$ cat src/rtl/des_sbox_engine_if.sv
// Handshake bundle for des_sbox_engine: 48-bit word in, 32-bit S-box result out.
// The FSM state and chunk counter are also carried here so that monitors can observe them.
interface des_sbox_engine_if;
    logic        in_valid;
    logic        in_ready;
    logic [47:0] in_data;
    logic        out_valid;
    logic        out_ready;
    logic [31:0] out_data;
    logic [1:0]  dbg_state;
    logic [2:0]  dbg_cnt;

    modport master (
        output in_valid, in_data, out_ready,
        input  in_ready, out_valid, out_data, dbg_state, dbg_cnt
    );

    modport slave (
        input  in_valid, in_data, out_ready,
        output in_ready, out_valid, out_data, dbg_state, dbg_cnt
    );
endinterface

$ cat src/rtl/des_sbox_engine.sv
// Time-multiplexed DES S-box engine: LANES boxes per cycle, 8/LANES cycles per word.
// Optional feature macro DES_SBOX_PERM_EN applies the DES P permutation when out_data is loaded.
module des_sbox_engine #(
    parameter int LANES = 8
) (
    input logic             clk,
    input logic             rst_n,
    des_sbox_engine_if.slave bus
);
    // Both handshakes are valid/ready: a transfer happens on a rising edge where valid and ready are both 1.
    // in_ready combinationally follows out_ready in HOLD, so a new word can enter while the old one leaves.
    localparam int N  = 8 / LANES;
    localparam int CW = (N > 1) ? $clog2(N) : 1;

    localparam logic [1:0] ST_IDLE = 2'd0;
    localparam logic [1:0] ST_RUN  = 2'd1;
    localparam logic [1:0] ST_HOLD = 2'd2;

    if (!(LANES == 1 || LANES == 2 || LANES == 4 || LANES == 8)) begin : g_bad_lanes
        $error("des_sbox_engine: LANES must be 1, 2, 4 or 8");
    end

    // Each table holds 64 nibbles in row-major order, entry 0 in the top nibble.
    localparam logic [255:0] S1 = 256'hE4D12FB83A6C5907_0F74E2D1A6CB9538_41E8D62BFC973A50_FC8249175B3EA06D;
    localparam logic [255:0] S2 = 256'hF18E6B34972DC05A_3D47F28EC01A69B5_0E7BA4D158C6932F_D8A13F42B67C05E9;
    localparam logic [255:0] S3 = 256'hA09E63F51DC7B428_D709346A285ECBF1_D6498F30B12C5AE7_1AD069874FE3B52C;
    localparam logic [255:0] S4 = 256'h7DE3069A1285BC4F_D8B56F03472C1AE9_A690CB7DF13E5284_3F06A1D8945BC72E;
    localparam logic [255:0] S5 = 256'h2C417AB6853FD0E9_EB2C47D150FA3986_421BAD78F9C5630E_B8C71E2D6F09A453;
    localparam logic [255:0] S6 = 256'hC1AF92680D34E75B_AF427C9561DE0B38_9EF528C3704A1DB6_432C95FABE17608D;
    localparam logic [255:0] S7 = 256'h4B2EF08D3C975A61_D0B7491AE35C2F86_14BDC37EAF680592_6BD814A7950FE23C;
    localparam logic [255:0] S8 = 256'hD2846FB1A93E50C7_1FD8A374C56B0E92_7B419CE206ADF358_21E74A8DFC90356B;

    function automatic logic [3:0] sbox(input logic [2:0] box, input logic [5:0] a);
        logic [255:0] t;
        int           pos;
        case (box)
            3'd0:    t = S1;
            3'd1:    t = S2;
            3'd2:    t = S3;
            3'd3:    t = S4;
            3'd4:    t = S5;
            3'd5:    t = S6;
            3'd6:    t = S7;
            default: t = S8;
        endcase
        // Row comes from the outer bits, column from the middle four.
        pos = int'({a[5], a[0], a[4:1]});
        return t[255-4*pos -: 4];
    endfunction

`ifdef DES_SBOX_PERM_EN
    localparam int P_TBL [32] = '{16,  7, 20, 21, 29, 12, 28, 17,
                                   1, 15, 23, 26,  5, 18, 31, 10,
                                   2,  8, 24, 14, 32, 27,  3,  9,
                                  19, 13, 30,  6, 22, 11,  4, 25};

    function automatic logic [31:0] finish_word(input logic [31:0] s);
        logic [31:0] r;
        r = '0;
        for (int i = 0; i < 32; i++) begin
            r[31-i] = s[32-P_TBL[i]];
        end
        return r;
    endfunction
`else
    function automatic logic [31:0] finish_word(input logic [31:0] s);
        return s;
    endfunction
`endif

    logic [1:0]    state;
    logic [CW-1:0] cnt;
    logic [47:0]   data_q;
    logic [31:0]   res;
    logic [31:0]   out_q;
    logic [31:0]   next_res;
    logic          last;
    logic          accept;
    int            base;

    assign last          = (int'(cnt) == N - 1);
    assign bus.in_ready  = rst_n & ((state == ST_IDLE) | ((state == ST_HOLD) & bus.out_ready));
    assign bus.out_valid = (state == ST_HOLD);
    assign bus.out_data  = out_q;
    assign bus.dbg_state = state;
    assign bus.dbg_cnt   = 3'(cnt);
    assign accept        = bus.in_ready & bus.in_valid;

    always_comb begin
        next_res = res;
        base     = int'(cnt) * LANES;
        for (int l = 0; l < LANES; l++) begin
            next_res[31-4*(base+l) -: 4] = sbox(3'(base + l), data_q[47-6*(base+l) -: 6]);
        end
    end

    always_ff @(posedge clk) begin
        if (!rst_n) begin
            state  <= ST_IDLE;
            cnt    <= '0;
            data_q <= '0;
            res    <= '0;
            out_q  <= '0;
        end else begin
            case (state)
                ST_IDLE: begin
                    if (accept) begin
                        data_q <= bus.in_data;
                        cnt    <= '0;
                        state  <= ST_RUN;
                    end
                end
                ST_RUN: begin
                    res <= next_res;
                    if (last) begin
                        out_q <= finish_word(next_res);
                        cnt   <= '0;
                        state <= ST_HOLD;
                    end else begin
                        cnt <= cnt + CW'(1);
                    end
                end
                ST_HOLD: begin
                    if (bus.out_ready) begin
                        if (accept) begin
                            data_q <= bus.in_data;
                            cnt    <= '0;
                            state  <= ST_RUN;
                        end else begin
                            state <= ST_IDLE;
                        end
                    end
                end
                default: state <= ST_IDLE;
            endcase
        end
    end
endmodule

$ cat src/flat_wrapper.sv
// flat-port wrapper written by rule: the top's interface ports become plain ports
module des_sbox_engine_flat 
#(
    parameter int LANES = 8
)
  (clk, rst_n, bus_in_valid, bus_in_data, bus_out_ready, bus_in_ready, bus_out_valid, bus_out_data, bus_dbg_state, bus_dbg_cnt);
  des_sbox_engine_if bus_i ();
  input logic clk;
  input logic rst_n;
  input wire logic [$bits(bus_i.in_valid)-1:0] bus_in_valid;
  input wire logic [$bits(bus_i.in_data)-1:0] bus_in_data;
  input wire logic [$bits(bus_i.out_ready)-1:0] bus_out_ready;
  output wire logic [$bits(bus_i.in_ready)-1:0] bus_in_ready;
  output wire logic [$bits(bus_i.out_valid)-1:0] bus_out_valid;
  output wire logic [$bits(bus_i.out_data)-1:0] bus_out_data;
  output wire logic [$bits(bus_i.dbg_state)-1:0] bus_dbg_state;
  output wire logic [$bits(bus_i.dbg_cnt)-1:0] bus_dbg_cnt;
  assign bus_i.in_valid = bus_in_valid;
  assign bus_i.in_data = bus_in_data;
  assign bus_i.out_ready = bus_out_ready;
  assign bus_in_ready = bus_i.in_ready;
  assign bus_out_valid = bus_i.out_valid;
  assign bus_out_data = bus_i.out_data;
  assign bus_dbg_state = bus_i.dbg_state;
  assign bus_dbg_cnt = bus_i.dbg_cnt;
  des_sbox_engine #(.LANES(LANES)) u_core (.clk(clk), .rst_n(rst_n), .bus(bus_i));
endmodule
$ cat config.mk
export PLATFORM = sky130hd
export DESIGN_NAME = des_sbox_engine_flat
export DESIGN_NICKNAME = d
export VERILOG_FILES = /design/src/rtl/des_sbox_engine_if.sv /design/src/rtl/des_sbox_engine.sv /design/src/flat_wrapper.sv
export SDC_FILE = /design/constraint.sdc
export NUM_CORES = 1
export LEC_CHECK = 0
export CORE_MARGIN = 2
export CORE_UTILIZATION = 30
export CTS_BUF_LIST = sky130_fd_sc_hd__clkbuf_8
export DETAILED_ROUTE_END_ITERATION = 8
export PLACE_DENSITY_LB_ADDON = 0.3
export SLEW_MARGIN = 20
export SYNTH_ARGS = -nofsm -noshare
export SYNTH_HDL_FRONTEND = slang
export SYNTH_SLANG_ARGS = --single-unit
$ cat constraint.sdc
create_clock -name clk -period 2.9 [get_ports clk]
set_input_delay 0.58 -clock clk [delete_from_list [all_inputs] [get_ports clk]]
set_output_delay 0.58 -clock clk [all_outputs]
set_load 0.01 [all_outputs]
==> impl_metrics.tcl <==
set metrics [dict create \
    crit_slowest_cell "clkdlybuf4s50_1" \
    placed_cells 1327 \
    ys_seq_area_frac 0.217 \
    pin_count 91 \
    syn_inst 984 \
    grt_first_pass_wirelength_um 31500 \
    cp.arrival_ps 1880 \
    cp-start-kind "input pin" \
    r2r-start "u_core.data_q[8]$_SDFFE_PN0P_" \
    postCtsResizedCells 0 \
    ys_seq_elements 82 \
    clock_sinks 82 \
    htreeDepth 3 \
    hold_depth 2 \
    fin_nets 1122 \
    port_buffers 87 \
    vias 6833 \
    holdWs_ps 472 \
    grt_max_degree 49 \
    period_minus_slack_ps 2460 \
    drive_gt1_frac 0.0760 \
    synth.distinct_cells 70 \
    outcome "complete, no violations" \
    post_layout_nonfiller_instances 1343 \
    p_per_area_nw_per_um2 347 \
    fp-row-count 58 \
    yosys_most_used_dff "dfxtp_1" \
    hp-class "register to register" \
    path_max_fanout 2 \
    required_ps 2320 \
    ant_nets 0 \
    fill_cells 2690 \
    design.core.area_um2 25000 \
    avgSynthCellArea_um2 7.68 \
    ff2ff_setup_slack_ps 520 \
    path_cells "clkdlybuf4s50_1 > nor2b_1 > nor3b_2 > clkdlybuf4s50_1" \
    hold_end "u_core.bus.out_data[8]$_SDFFE_PN0N_" \
    drv_slew 0 \
    cts_made_buffers 9 \
    antenna_found_initial 0 \
    regArea_um2 1640 \
    tns_ps 0 \
    max_freq_mhz 407 \
    die_w_um 163 \
    cap_violations 0 \
    dp_hpwl_um 13600 \
    hold_start "u_core.bus.out_data[8]$_SDFFE_PN0N_" \
    drt_pre_antenna_iters 6 \
    slew_headroom 0.397 \
    rsz0062_at_grt "no" \
    start_util 0.303 \
    area_growth_pct 16.6 \
    totalWireLength_um 19400 \
    postCtsHoldBufs 0 \
    synthesis.area_um2 7560 \
    clockBufferDepth 2 \
    max_stage_delay_ps 570 \
    gr-total-overflow 0 \
    fp.dieH_um 163 \
    synth-edff-count 0 \
    diodes 0 \
    drc_errors 0 \
    rr_endpoint "u_core.bus.out_data[4]$_SDFFE_PN0N_" \
    power_leakage_nw 3.13 \
    async_flop_share 0 \
    cpMostUsedCell "clkdlybuf4s50_1" \
    insertion_delay_ps 380 \
    cts_tree "yes" \
    worst_pin_slew_ps 904 \
    gp_congestion 0.848 \
    multi_input_area_um2 5310 \
    root_buffer "clkbuf_8" \
    end_kind "output pin" \
    die-area_um2 26500 \
    drtIter0Drc 346 \
    finalSetupViolCount 0 \
    yosys_warnings 0 \
    detail_route.vias_per_cell 5.09 \
    finalClockSkew_ps 12.7 \
    cts.clk_slew.worst_paths_ps 90 \
    wire_per_inst_um 14.5 \
    fin_crit_sh 0.847 \
    irDropWorstVdd_uv 152 \
    r2r_cells 7 \
    grt_pass1_vias 6213 \
    hold_viol_final 0 \
    worstSetupPathType "input pin to output pin" \
    cts_setup_buffers 0 \
    grt_use_total 0.145 \
    p_total_mw 3.06 \
]
## flip-flops by register name, summed over array words and instances (netlist names)
signal / count
u_core.data_q: 48
u_core.bus.dbg_state: 2
u_core.bus.out_data: 32
## cell usage in the layout (no fill, tap or decap), types with 18 or more instances in the layout
master	n
dfxtp_1	82
nand2_1	146
mux2i_1	29
a211oi_1	23
o21ai_0	57
a21boi_0	51
nor2_1	61
nor2b_1	18
buf_4	27
a21oi_1	55
mux4_2	20
ha_1	62
inv_1	40
nand2b_1	22
clkdlybuf4s50_1	86
## metrics by stage
step	instance area (µm²)	setup WS, ps	utilization
2_1_floorplan	7560	508	-
3_3_place_gp	8610	426	0.345
3_5_place_dp	8610	437	0.345
4_1_cts	8810	428	0.353
5_1_grt	8810	350	0.353
6_report	8810	443	0.353
## worst max path at each step
| stage | start | to | slack [ps] | cells after the start |
|---|---|---|---|---|
| 4_1_cts | bus_out_ready | bus_in_ready | 430 | 4 |
| 2_1_floorplan | u_core.data_q[1]$_SDFFE_PN0P_ | u_core.bus.out_data[0]$_SDFFE_PN0N_ | 510 | 8 |
| 3_3_place_gp | bus_out_ready | bus_in_ready | 430 | 4 |
| 3_5_place_dp | bus_out_ready | bus_in_ready | 440 | 4 |
| 5_1_grt | u_core.data_q[8]$_SDFFE_PN0P_ | u_core.bus.out_data[4]$_SDFFE_PN0N_ | 350 | 7 |
| 6_report | bus_out_ready | bus_in_ready | 440 | 4 |
## layout make-up
type,count,area share
multi-input combinational,758,0.602
sequential,82,0.186
timing repair buffer,115,0.124
tap,330,0.0469
clock inverter,6,0.00739
inverter,42,0.0179
clock buffer,10,0.0156
## where the power goes
part | total, mW | switching (mW) | internal, mW
Clock | 0.891 | 0.468 | 0.423
Sequential | 1.31 | 0.121 | 1.19
Combinational | 0.858 | 0.418 | 0.440
Total | 3.06 | 1.01 | 2.05
## kinds of logic after synthesis
kind of cell | count (synthesis) | synth area share
simple gates | 309 | 0.186
compound gates | 301 | 0.271
buf+inv | 146 | 0.0829
flops | 82 | 0.217
fa+ha+maj | 62 | 0.103
mux | 53 | 0.104
xor+xnor | 30 | 0.0348
other cells | 1 | 0.000496
## per-layer routing
| metal | track usage | wire (µm) | part of all wire |
|---|---|---|---|
| met1 | 0.194 | 9220 | 0.47 |
| met2 | 0.247 | 9230 | 0.48 |
| met4 | 0.0290 | 157 | 0.0081 |
| met5 | 0 | 0 | 0 |
| met3 | 0.0255 | 812 | 0.042 |
## synthesized netlist by cell type, types with 7 or more instances
cell         n  area [µm²]
inv_1       40         150
xor2_1      13         114
clkbuf_1    47         176
o211ai_1    12        90.1
a211o_1      8        70.1
nor2b_1     19         119
a31oi_1     15        93.8
dfxtp_1     82        1640
o2111ai_1    7        61.3
a21oi_1     55         275
nor2_1      61         229
nand3_1     14        70.1
nor3_1      11        55.1
xnor2_1     17         149
o221ai_1     7        61.3
a21boi_0    51         383
buf_1        7        26.3
mux4_2      20         450
nand2b_1    22         138
ha_1        62         776
nand2_1    147         552
mux2i_1     29         290
o21ai_0     57         285
a211oi_1    23         173
and2_1       7        43.8
buf_2       43         215
## worst max-delay path: cells and delay by family
| family | cells | cell delay, ps |
|---|---|---|
| buffers and inverters | 2 | 1040 |
| AND/OR/NAND/NOR | 2 | 250 |
(Power assumes the default switching activity.)
==> RTL change, RTL diff (same flow settings) <==
`LANES` is set to 8 in 2 places; all go to 4. Comments in the files are not updated.
--- a/src/rtl/des_sbox_engine.sv
+++ b/src/rtl/des_sbox_engine.sv
@@ -3,3 +3,3 @@
 module des_sbox_engine #(
-    parameter int LANES = 8
+    parameter int LANES = 4
 ) (
--- a/src/flat_wrapper.sv
+++ b/src/flat_wrapper.sv
@@ -3,3 +3,3 @@
 #(
-    parameter int LANES = 8
+    parameter int LANES = 4
 )
Function: not settled (the Yosys comparison gave no result); the edit may change what the design does.
==> RTL change against the original RTL <==
- synthesized area up 20%
- synthesized cell count up 32%
- total power up 24%
- largest power group unchanged
- clock skew up 13 ps
- maximum frequency down 9.0%
- sequential cell count up 17
- wire length up 66%
- design area up 20%
- critical path depth up 5
- worst setup slack worse by 240 ps
==> RTL change: results (changes against the original RTL) <==
* Number of global-route vias before repair at 9315 (was 6213)
* Placer Congestion at 0.9382 (was 0.8478)
* Routed len/inst at 18.68 microns (was 14.46 microns)
* Nets at 1393 (was 1122)
* R2R Setup Slk at 200 ps (was 520 ps)
* Area contributors post-synth: dfxtp_1 22%, nand2_1 9.9%, a21oi_1 8.2% (was dfxtp_1 22%, ha_1 10%, nand2_1 7.3%)
* Leakage power at 3.612 nW (was 3.126 nW)
* Share of layout cells above drive strength 1 at 0.1028 (was 0.07601)
* Largest net degree at the start of global routing at 76 (was 49)
* Count of cell types in the netlist at 98 (was 70)
* Cell Count Post-Placement at 1707 (was 1327)
* GRT Total Usage at 0.2042 (was 0.1452)
* CP endpoint kind: register (was output pin)
* Worst reg2reg startpoint: u_core.cnt (was u_core.data_q[8])
* Status: completed (unchanged)
* First-pass GRT wire length at 51670 microns (was 31550 microns)
* Clk_lat worst skew at 410 ps (was 380 ps)
* CP max stage delay at 500 ps (was 570 ps)
* Sequential area share after synthesis at 0.2188 (was 0.2172)
* Hold_sp: u_core.bus.out_data[20] (was u_core.bus.out_data[8])
* Fillers at 3159 (was 2690)
* Worst Skew at 25.95 ps (was 12.66 ps)
* VDD IR max at 191.6 uV (was 151.6 uV)
* Routed wire length at 32190 microns (was 19420 microns)
* I/O Buffers at 88 (was 87)
* Top cell types by occurrence after synthesis: 238 x nand2_1, 149 x a21oi_1, 99 x dfxtp_1 (was 147 x nand2_1, 82 x dfxtp_1, 62 x ha_1)
* CP max FO at 39 (was 2)
* 1st-iter DRT viols at 1102 (was 346)
* Reg2Reg Capture Point: u_core.bus.out_data[0] (was u_core.bus.out_data[4])
* Vias at 10060 (was 6833)
* R2R depth at 9 (was 7)
* Biggest register: u_core.data_q (unchanged)
* Rel. slew slack at 0.4225 (was 0.3967)
* Dpl hpwl at 23280 microns (was 13640 microns)
* Crit Path Class: reg -> reg (was in -> out)
* CP delay by family, top: simple AND/OR/NAND/NOR gates (was buffers and inverters)
* WP data arrival at 3020 ps (was 1880 ps)
* Synthesized area per cell at 6.990 sq um (was 7.680 sq um)
* Maximum buffer depth of the clock tree at 2 (unchanged)
* Critical path's slowest cell: or4_1 (was clkdlybuf4s50_1)
* Clk slew on worst S/H paths at 120 ps (was 90 ps)
RTL change: cell types whose count changed after synthesis, moves of 17 or more:
cell / delta
a21oi_1: +94
nand2_1: +91
ha_1: -49
a21boi_0: -45
nand3_1: +24
mux4_2: -19
nor3_1: +18
dfxtp_1: +17
RTL change: per-layer routing:
layer | vias up | GRT usage | part of all wire
met2 | 440 | 0.3364 | 0.48
met4 | 0 | 0.07411 | 0.024
li1 | 4765 | - | -
met1 | 4808 | 0.2740 | 0.43
met5 | - | 0 | 0
met3 | 51 | 0.02292 | 0.065
RTL change: logic make-up after synthesis:
group / synth area share
AO/OA/AOI/OAI: 0.3290
flip-flops: 0.2188
XOR/XNOR: 0.03287
adder cells (fa/ha/maj): 0.01906
AND/OR/NAND/NOR: 0.2528
multiplexers: 0.05815
other: 0.0004140
buffers and inverters: 0.08895
RTL change: stage by stage:
step                area (sq um)  hold WS (ps)  setup slack (ps)
global placement           10320         444.7             194.4
floorplan                   9085         428.7             5.999
detailed placement         10320         449.8             186.7
CTS                        10530         466.9             143.2
global route               10540         486.2             37.50
finish                     10540         460.9             200.2
RTL change: where the power goes:
part           leakage (nW)  switching (mW)  internal, mW
clock                0.0990           0.611         0.342
combinational          2.71           0.785         0.552
sequential            0.806          0.0952          1.42
RTL change: worst min-delay path: stages, from the launching register on:
cell	delay (ps)
dfxtp_1	330
nand2_1	50
a21oi_1	50
RTL change: layout make-up:
cell class,instances,share of cell area
Clock buffer,9,0.01175
Clock inverter,7,0.007596
Inverter,32,0.01139
Multi-Input combinational cell,1032,0.5971
Sequential cell,99,0.1883
Tap cell,390,0.04629
Timing Repair Buffer,154,0.1376
